**config.mk**
```make
export PLATFORM = sky130hd
export DESIGN_NAME = store_buffer_flat
export DESIGN_NICKNAME = d
export VERILOG_FILES = /design/src/rtl/store_buffer_pkg.sv /design/src/rtl/store_buffer_if.sv /design/src/rtl/store_buffer_align.sv /design/src/rtl/store_buffer.sv /design/src/flat_wrapper.sv
export SDC_FILE = /design/constraint.sdc
export NUM_CORES = 1
export LEC_CHECK = 0
export CORE_UTILIZATION = 38
export CTS_BUF_LIST = sky130_fd_sc_hd__clkbuf_2 sky130_fd_sc_hd__clkbuf_4 sky130_fd_sc_hd__clkbuf_8
export DETAILED_ROUTE_END_ITERATION = 8
export PLACE_DENSITY = 0.63
export RECOVER_POWER = 100
export SYNTH_ARGS = -nofsm -noshare
export SYNTH_HDL_FRONTEND = slang
export SYNTH_HIERARCHICAL = 1
export SYNTH_SLANG_ARGS = --single-unit
```
**constraint.sdc**
```tcl
create_clock -name clk -period 19.02 [get_ports clk]
set_input_delay 3.804 -clock clk [delete_from_list [all_inputs] [get_ports clk]]
set_output_delay 3.804 -clock clk [all_outputs]
set_load 0.1 [all_outputs]
```
**src/rtl/store_buffer_pkg.sv**
```systemverilog
// Shared types and helpers for the store path: access sizes, queued entry layout,
// and byte-enable to bit-mask expansion (also usable by the load extraction side).
package store_buffer_pkg;

  localparam int unsigned SB_ADDR_W = 32;
  localparam int unsigned DATA_W    = 32;
  localparam int unsigned BE_W      = DATA_W / 8;

  typedef enum logic [1:0] {
    SB = 2'b00,
    SH = 2'b01,
    SW = 2'b10
  } store_size_t;

  typedef struct packed {
    logic [SB_ADDR_W-1:0] addr;
    logic [DATA_W-1:0]    data;
    logic [BE_W-1:0]      byte_en;
  } store_entry_t;

  // Expand one strobe bit per byte into a full-width bit mask.
  function automatic logic [DATA_W-1:0] lane_mask(input logic [BE_W-1:0] be);
    logic [DATA_W-1:0] m;
    m = '0;
    for (int unsigned i = 0; i < BE_W; i++) begin
      m[i*8 +: 8] = {8{be[i]}};
    end
    return m;
  endfunction

endpackage

```
**src/rtl/store_buffer_if.sv**
```systemverilog
// Execute-side store request and data-memory write port bundle.
interface store_buffer_if #(
  parameter int unsigned ADDR_W = 32
);

  logic                                    storeValid;
  logic                                    storeReady;
  logic [1:0]                              storeSrc;
  logic [ADDR_W-1:0]                       storeAddress;
  logic [store_buffer_pkg::DATA_W-1:0]     storeData;
  logic                                    storeMisaligned;
  logic                                    memValid;
  logic                                    memReady;
  logic [ADDR_W-1:0]                       memAddress;
  logic [store_buffer_pkg::DATA_W-1:0]     memWriteData;
  logic [store_buffer_pkg::BE_W-1:0]       memByteEn;
  logic                                    bufEmpty;

  modport slave (
    input  storeValid, storeSrc, storeAddress, storeData, memReady,
    output storeReady, storeMisaligned, memValid, memAddress, memWriteData,
           memByteEn, bufEmpty
  );

  modport master (
    output storeValid, storeSrc, storeAddress, storeData, memReady,
    input  storeReady, storeMisaligned, memValid, memAddress, memWriteData,
           memByteEn, bufEmpty
  );

endinterface

```
**src/rtl/store_buffer_align.sv**
```systemverilog
// store_align: places rs2 data on the byte lanes selected by size/offset,
// builds the strobes, and flags misaligned or reserved-size requests.
module store_align
  import store_buffer_pkg::*;
(
  input  logic [1:0]        size,
  input  logic [1:0]        off,
  input  logic [DATA_W-1:0] raw_data,
  output logic [DATA_W-1:0] data_c,
  output logic [BE_W-1:0]   byte_en_c,
  output logic              misaligned_c
);

  logic [DATA_W-1:0] lanes;

  always_comb begin
    lanes        = '0;
    byte_en_c    = '0;
    misaligned_c = 1'b0;
    case (store_size_t'(size))
      SB: begin
        lanes     = {4{raw_data[7:0]}};
        byte_en_c = BE_W'(4'b0001 << off);
      end
      SH: begin
        lanes        = {2{raw_data[15:0]}};
        byte_en_c    = BE_W'(4'b0011 << off);
        misaligned_c = off[0];
      end
      SW: begin
        lanes        = raw_data;
        byte_en_c    = 4'b1111;
        misaligned_c = (off != 2'b00);
      end
      default: misaligned_c = 1'b1;
    endcase
    if (misaligned_c) begin
      byte_en_c = '0;
    end
    // Unselected lanes are zeroed so queued entries carry only live bytes.
    data_c = lanes & lane_mask(byte_en_c);
  end

endmodule

```
**src/rtl/store_buffer.sv**
```systemverilog
// store_buffer: aligns store requests and queues them in a DEPTH-entry FIFO that
// drains to data memory over valid/ready. Optional tail merging: STORE_MERGE_EN.
module store_buffer
  import store_buffer_pkg::*;
#(
  parameter int unsigned DEPTH  = 4,
  parameter int unsigned ADDR_W = SB_ADDR_W
) (
  input  logic           clk,
  input  logic           reset,
  store_buffer_if.slave  sb
);

  localparam int unsigned PTR_W = $clog2(DEPTH);
  localparam int unsigned CNT_W = PTR_W + 1;

  store_entry_t      fifo [DEPTH];
  logic [PTR_W-1:0]  wr_ptr;
  logic [PTR_W-1:0]  rd_ptr;
  logic [CNT_W-1:0]  count;
  logic              misaligned_q;

  logic [DATA_W-1:0] al_data;
  logic [BE_W-1:0]   al_be;
  logic              al_mis;
  logic [ADDR_W-1:0] word_addr;
  logic              full;
  logic              empty;
  logic              ready;
  logic              merge_hit;
  logic              accept;
  logic              push;
  logic              pop;

  store_align u_align (
    .size         (sb.storeSrc),
    .off          (sb.storeAddress[1:0]),
    .raw_data     (sb.storeData),
    .data_c       (al_data),
    .byte_en_c    (al_be),
    .misaligned_c (al_mis)
  );

  assign word_addr = {sb.storeAddress[ADDR_W-1:2], 2'b00};
  assign full      = (count == CNT_W'(DEPTH));
  assign empty     = (count == '0);

`ifdef STORE_MERGE_EN
  logic [PTR_W-1:0]  tail_ptr;
  logic [DATA_W-1:0] merge_mask;

  // Tail must not be the head, otherwise a merge could disturb a stalled handshake.
  assign tail_ptr   = wr_ptr - PTR_W'(1);
  assign merge_mask = lane_mask(al_be);
  assign merge_hit  = (count >= CNT_W'(2)) &&
                      (fifo[tail_ptr].addr == SB_ADDR_W'(word_addr));
  assign ready      = !full || merge_hit;
`else
  assign merge_hit  = 1'b0;
  assign ready      = !full;
`endif

  assign accept = sb.storeValid && ready && !al_mis;
  assign push   = accept && !merge_hit;
  assign pop    = !empty && sb.memReady;

  assign sb.storeReady      = ready;
  assign sb.storeMisaligned = misaligned_q;
  assign sb.memValid        = !empty;
  assign sb.bufEmpty        = empty;
  assign sb.memAddress      = ADDR_W'(fifo[rd_ptr].addr);
  assign sb.memWriteData    = fifo[rd_ptr].data;
  assign sb.memByteEn       = fifo[rd_ptr].byte_en;

  // FIFO storage, pointers, occupancy and the rejection pulse.
  always_ff @(posedge clk) begin
    if (reset) begin
      wr_ptr       <= '0;
      rd_ptr       <= '0;
      count        <= '0;
      misaligned_q <= 1'b0;
      for (int unsigned i = 0; i < DEPTH; i++) begin
        fifo[i] <= '0;
      end
    end else begin
      misaligned_q <= sb.storeValid && ready && al_mis;
      if (push) begin
        fifo[wr_ptr] <= '{addr: SB_ADDR_W'(word_addr), data: al_data, byte_en: al_be};
        wr_ptr       <= wr_ptr + PTR_W'(1);
      end
`ifdef STORE_MERGE_EN
      if (accept && merge_hit) begin
        fifo[tail_ptr].data    <= (fifo[tail_ptr].data & ~merge_mask) |
                                  (al_data & merge_mask);
        fifo[tail_ptr].byte_en <= fifo[tail_ptr].byte_en | al_be;
      end
`endif
      if (pop) begin
        rd_ptr <= rd_ptr + PTR_W'(1);
      end
      case ({push, pop})
        2'b10:   count <= count + CNT_W'(1);
        2'b01:   count <= count - CNT_W'(1);
        default: count <= count;
      endcase
    end
  end

endmodule
```
**src/flat_wrapper.sv**
```systemverilog
// flat-port wrapper written by rule: the top's interface ports become plain ports
module store_buffer_flat import store_buffer_pkg::*;
#(
  parameter int unsigned DEPTH  = 4,
  parameter int unsigned ADDR_W = SB_ADDR_W
)
  (clk, reset, sb_storeValid, sb_storeSrc, sb_storeAddress, sb_storeData, sb_memReady, sb_storeReady, sb_storeMisaligned, sb_memValid, sb_memAddress, sb_memWriteData, sb_memByteEn, sb_bufEmpty);
  store_buffer_if #(.ADDR_W(ADDR_W)) sb_i ();
  input  logic clk;
  input  logic reset;
  input wire logic [$bits(sb_i.storeValid)-1:0] sb_storeValid;
  input wire logic [$bits(sb_i.storeSrc)-1:0] sb_storeSrc;
  input wire logic [$bits(sb_i.storeAddress)-1:0] sb_storeAddress;
  input wire logic [$bits(sb_i.storeData)-1:0] sb_storeData;
  input wire logic [$bits(sb_i.memReady)-1:0] sb_memReady;
  output wire logic [$bits(sb_i.storeReady)-1:0] sb_storeReady;
  output wire logic [$bits(sb_i.storeMisaligned)-1:0] sb_storeMisaligned;
  output wire logic [$bits(sb_i.memValid)-1:0] sb_memValid;
  output wire logic [$bits(sb_i.memAddress)-1:0] sb_memAddress;
  output wire logic [$bits(sb_i.memWriteData)-1:0] sb_memWriteData;
  output wire logic [$bits(sb_i.memByteEn)-1:0] sb_memByteEn;
  output wire logic [$bits(sb_i.bufEmpty)-1:0] sb_bufEmpty;
  assign sb_i.storeValid = sb_storeValid;
  assign sb_i.storeSrc = sb_storeSrc;
  assign sb_i.storeAddress = sb_storeAddress;
  assign sb_i.storeData = sb_storeData;
  assign sb_i.memReady = sb_memReady;
  assign sb_storeReady = sb_i.storeReady;
  assign sb_storeMisaligned = sb_i.storeMisaligned;
  assign sb_memValid = sb_i.memValid;
  assign sb_memAddress = sb_i.memAddress;
  assign sb_memWriteData = sb_i.memWriteData;
  assign sb_memByteEn = sb_i.memByteEn;
  assign sb_bufEmpty = sb_i.bufEmpty;
  store_buffer #(.DEPTH(DEPTH), .ADDR_W(ADDR_W)) u_core (.clk(clk), .reset(reset), .sb(sb_i));
endmodule
```
# Word level (Yosys, flattened, before mapping)
# Memory sizes are Yosys's and may differ from the RTL's. A register that Yosys moved wholly into a read port is not among the register bits.
# Cells that the tools add are included.
dict set report totals {
  wordCells 44
  output_inout_bits 72
  mem_bits_rw 264
  input_bits 70
  register_bits 8
  mem_count 1
}
dict set report op_classes {
  n_eq_ne 5
  reduce_logical 12
  n_mux 15
  bitwise 1
  add_sub_neg 4
  shift 2
}
# name depth width read_ports rd_ports_with_merged_regs write_ports line_no
set mem_list {}
lappend mem_list {u_core.fifo 4 66 1 1 4 store_buffer.sv:17} ;# store_entry_t fifo [DEPTH];
# op count
set ops {}
lappend ops {{32-bit one-hot mux with 3 select lines} 1}
lappend ops {{66-bit 2-to-1 mux} 1}
lappend ops {{66-bit OR reduction} 1}
lappend ops {{32-bit bitwise AND} 1}
lappend ops {{4-bit one-hot mux with 3 select lines} 1}
lappend ops {{1-bit 2-to-1 mux} 6}
lappend ops {{2-bit 2-to-1 mux} 3}
lappend ops {{3-bit one-hot mux with 2 select lines} 1}
lappend ops {{2-bit by 1-bit adder with 2-bit output (second input constant)} 2}
lappend ops {{2-bit by 1-bit equality test with 1-bit output (second input constant)} 2}
lappend ops {{2-bit equality test (second input constant)} 2}
lappend ops {{1-bit logical AND} 4}
lappend ops {{4-bit 2-to-1 mux} 1}
lappend ops {{2-bit nonzero test} 2}
lappend ops {{1-bit by 2-bit << shifter with 4-bit output (first input constant)} 1}
lappend ops {{2-bit by 2-bit << shifter with 4-bit output (first input constant)} 1}
lappend ops {{3-bit by 1-bit adder with 3-bit output (second input constant)} 1}
lappend ops {{3-bit equality test (second input constant)} 1}
lappend ops {{1-bit logical NOT} 3}
lappend ops {{3-bit logical NOT} 1}
lappend ops {{1-bit one-hot mux with 3 select lines} 1}
lappend ops {{3-bit by 1-bit subtractor with 3-bit output (second input constant)} 1}
lappend ops {{2-bit logical NOT} 1}

# Depth between registers and ports, before layout
dict set report logic_depth {
  word_depth 9
  mapped_depth 12
  depth_no_buf 11
}

# By module
# The synthesis kept the hierarchy.
# module cells_each area_each_um2 instances seq_area_each_um2
set by_module_without_submodules {}
lappend by_module_without_submodules {store_buffer 699 11986.5 1 8127.8}
lappend by_module_without_submodules {store_align 106 598.1 1 0.0}

# Least setup slack after synthesis
# No wires, ideal clock.
dict set report synth_timing {
  kind {in2reg}
  startpoint {in sb_storeSrc[1]}
  endpoint {mem u_core/fifo[1][0] in the netlist's numbering (enable)}
  n_path_buf 2
  cell_stages 5
  path_slack_ns 7.204
  t_arrival_ns 11.146
  setup_time_ns 0.670
  required_time_ns 18.350
  path_cell_list {clkbuf_1 clkbuf_1 a21oi_1 nor2_1 o41ai_1}
}
# item line_no
set synth_rtl {}
lappend synth_rtl {{start, declared} flat_wrapper.sv:12} ;# input wire logic [$bits(sb_i.storeSrc)-1:0] sb_storeSrc;
lappend synth_rtl {{end, declared} store_buffer.sv:17}

==> impl_metrics.tcl <==
set metrics [dict create \
    yosysTopAreaCell "edfxtp_1" \
    ys_seq_area_share_pct 64.6 \
    min_period_ns 11.24 \
    fp.dieH_um 184 \
    cts_buffers 48 \
    crit_fanout 67 \
    finalSetupViolations 0 \
    status "finished with violations" \
    design.core.area_um2 32500 \
    r2r_slack_ns 12.13 \
    cts_tree "built" \
    io_pins 142 \
    switching_share_pct 38.7 \
    grt_pass1_vias 7537 \
    clkTransAtPathRegs_ns 0.06 \
    synth.distinct_cells 43 \
    setup_tns_ns 0 \
    fin_util_pct 46.4 \
    path_cells "dlygate4sd3_1 > a21oi_1 > nor2_1 > or3b_1 > nor4_4 > clkbuf_1 > or2_2 > clkbuf_1" \
    violations "max-capacitance violations, max-slew violations" \
    gr-total-overflow 0 \
    worstRegToRegCells 5 \
    rsz0062_at_grt "false" \
    fmax_mhz 89.0 \
    ant_nets 0 \
    p_per_area_nw_per_um2 128 \
    start_util_pct 38.7 \
    setup.worst_path.class "primary input to flop" \
    required_ns 19.06 \
    nNetsFinal 1023 \
    clock_skew_ns 0.0198 \
    numClockSinks 274 \
    crit-reg2reg-launch "u_core/count[0]" \
    start_kind "primary input" \
    synth_edf_count 264 \
    ir_drop_uv 201 \
    antenna_found_initial 0 \
    syn_inst 805 \
    dr_total_vias 7028 \
    die_area_um2 33800 \
    portBuffers 139 \
    cts_resized 0 \
    synthFlopType "edfxtp_1" \
    syn_to_final_growth_pct 19.9 \
    diodes 0 \
    syn_avg_cell_area_um2 15.6 \
    period_share_pct 59.1 \
    grt_usage_pct 17.5 \
    p_comb_share_pct 34.4 \
    drt_iter0_markers 499 \
    critPathCaptureType "flop" \
    post_cts_buffers 0 \
    synthArstFlopShare_pct 0 \
    grt_start_max_net_pins 68 \
    dr.pass1.iters 5 \
    crit_arrival_ns 11.28 \
    synth_area_leaders "edfxtp_1 (63%), and2_1 (13%), mux4_2 (12%)" \
    drt_wl_total_um 28700 \
    insertion_delay_ns 0.55 \
    rows 66 \
    total_leakage_power_nw 5.30 \
    finalHoldViolations 0 \
    drc 0 \
    worstMarginPinSlew_ns 4.68 \
    viasPerCell 4.93 \
    maxCapViolCount 10 \
    wire_per_inst_um 20.1 \
    r2r-end "u_core/fifo[0][4]" \
    die_w_um 184 \
    cts_buffer_depth 3 \
    gp_congestion 0.788 \
    grt_pass1_wl_um 43800 \
    htree_levels 2 \
    crit_end "u_core/fifo[0][4]" \
    power.switching_w 0.000749 \
    seqPwrFrac_pct 38.0 \
    hpwl_um 15700 \
    cp-startpoint "sb_storeSrc[0]" \
    drive_above_1_share_pct 16.3 \
    cp_common_cell "clkbuf_1" \
    min_path_type "flop to flop" \
    internal_power_w 0.00118 \
    yosysWarningCount 6 \
    slowest_stage "clkbuf_1" \
    slew_headroom_pct -212 \
    synth_top_area_share_pct 63.0 \
    synth-seq-cells 274 \
    clkPwrFrac_pct 27.6 \
    synth_area_um2 12600 \
    report.final.slew_viol_count 606 \
    clockRootBuffer "clkbuf_8" \
    hold_buffers 0 \
    cp_slowest_stage_delay_ns 3.02 \
]
==> cells in the final DEF (no fill, tap or decap), types with 3 or more instances in the layout <==
| master | Yosys | layout |
|---|---|---|
| xor2_1 | 3 | 3 |
| nor2_1 | 17 | 17 |
| a21oi_1 | 29 | 29 |
| inv_1 | 13 | 13 |
| or3_1 | 3 | 3 |
| and2_0 | 0 | 133 |
| clkbuf_1 | 15 | 9 |
| clkbuf_8 | 0 | 49 |
| mux4_2 | 66 | 66 |
| dlygate4sd3_1 | 0 | 73 |
| and2_1 | 264 | 131 |
| or2_2 | 9 | 10 |
| nor2b_1 | 9 | 9 |
| nand2b_1 | 3 | 3 |
| edfxtp_1 | 264 | 264 |
| dfxtp_1 | 10 | 9 |
| clkbuf_4 | 0 | 13 |
| nand2_1 | 19 | 19 |
| mux2i_1 | 8 | 8 |
| bufinv_16 | 0 | 3 |
| clkinv_1 | 0 | 15 |
| and2_2 | 8 | 8 |
| clkdlybuf4s50_1 | 0 | 66 |
==> critical path, delay by kind of cell <==
family,cells,cell delay [ns]
buffers and inverters,3,6.01
AND/OR/NAND/NOR,4,1.15
AO/OA/AOI/OAI,1,0.25
==> power by group through the flow <==
stage | Sequential, W | Clock [W] | Combinational [W]
5_1_grt | 0.000742 | 0.000576 | 0.000693
3_3_place_gp | 0.000745 | 0 | 0.000690
6_report | 0.000735 | 0.000533 | 0.000665
3_5_place_dp | 0.000746 | 0 | 0.000690
2_1_floorplan | 0.000725 | 0 | 0.000556
4_1_cts | 0.000734 | 0.000550 | 0.000692
==> metal layers <==
layer  vias up  global-route usage, %  part of all wire [%]
li1       3221                      -                     -
met1      3532                   24.3                    46
met2       226                   27.7                    46
met3        49                   3.27                   5.9
met4         0                   5.70                   2.2
met5         -                      0                     0
==> area by class of cell <==
class	count	area, µm²
Clock buffer	62	772
Sequential cell	274	8130
Inverter	13	48.8
Clock inverter	21	166
Tap cell	442	553
Multi-Input combinational cell	464	3980
Timing Repair Buffer	150	1440
Fill cell	2945	17400
==> cell families after synthesis <==
logic type | count (synthesis) | share of synthesized area (%)
AOI/OAI and AO/OA | 39 | 1.78
xor gates and xnor gates | 4 | 0.278
adders and majority gates | 2 | 0.258
buffers and inverters | 68 | 3.65
DFF | 274 | 64.6
muxes | 75 | 12.5
other | 1 | 0.0298
and+or+nand+nor | 342 | 16.9
==> synthesized netlist by cell type (2+ instances only) <==
cell      number
buf_4          3
nand2b_1       3
dfxtp_1       10
buf_8          6
or2_2          9
xor2_1         3
o41ai_1        2
clkbuf_2       6
nor2_1        17
and2_2         8
nor4_4         3
mux4_2        66
o21ai_0        2
nand2_1       19
inv_1         13
edfxtp_1     264
clkbuf_1      15
buf_2         10
a21oi_1       29
and2_1       264
buf_6         14
mux2i_1        8
or3_1          3
nor2b_1        9
==> metrics by stage <==
| stage | instance area [µm²] | total power (W) | setup slack, ns | hold slack, ns | cells |
|---|---|---|---|---|---|
| after floorplan | 12600 | 0.00128 | 7.20 | 0.459 | 806 |
| after global placement | 14200 | 0.00143 | 11.29 | 0.463 | 1343 |
| after detailed placement | 14200 | 0.00144 | 11.25 | 0.470 | 1343 |
| after CTS | 15200 | 0.00198 | 11.30 | 0.489 | 1426 |
| after global routing | 15100 | 0.00201 | 7.11 | 0.520 | 1426 |
| final | 15100 | 0.00193 | 7.78 | 0.498 | 1426 |
==> worst min-delay path by stage <==
stage	startpoint	to	cells after the start
4_1_cts	u_core/rd_ptr[1]	flop	2
3_3_place_gp	u_core/rd_ptr[1]	flop	2
6_report	u_core/rd_ptr[1]	flop	2
3_5_place_dp	u_core/rd_ptr[1]	flop	2
2_1_floorplan	u_core/rd_ptr[1]	flop	2
5_1_grt	u_core/rd_ptr[1]	u_core/rd_ptr[1]	2
==> registers in the layout, summed over array words and instances, names as in the netlist, named ones only <==
register                   cells
u_core/count                   3
u_core/wr_ptr                  2
u_core/fifo                  264
u_core/sb.storeMisaligned      1
u_core/rd_ptr                  2
Note: power is estimated with default switching activity, not from simulation.
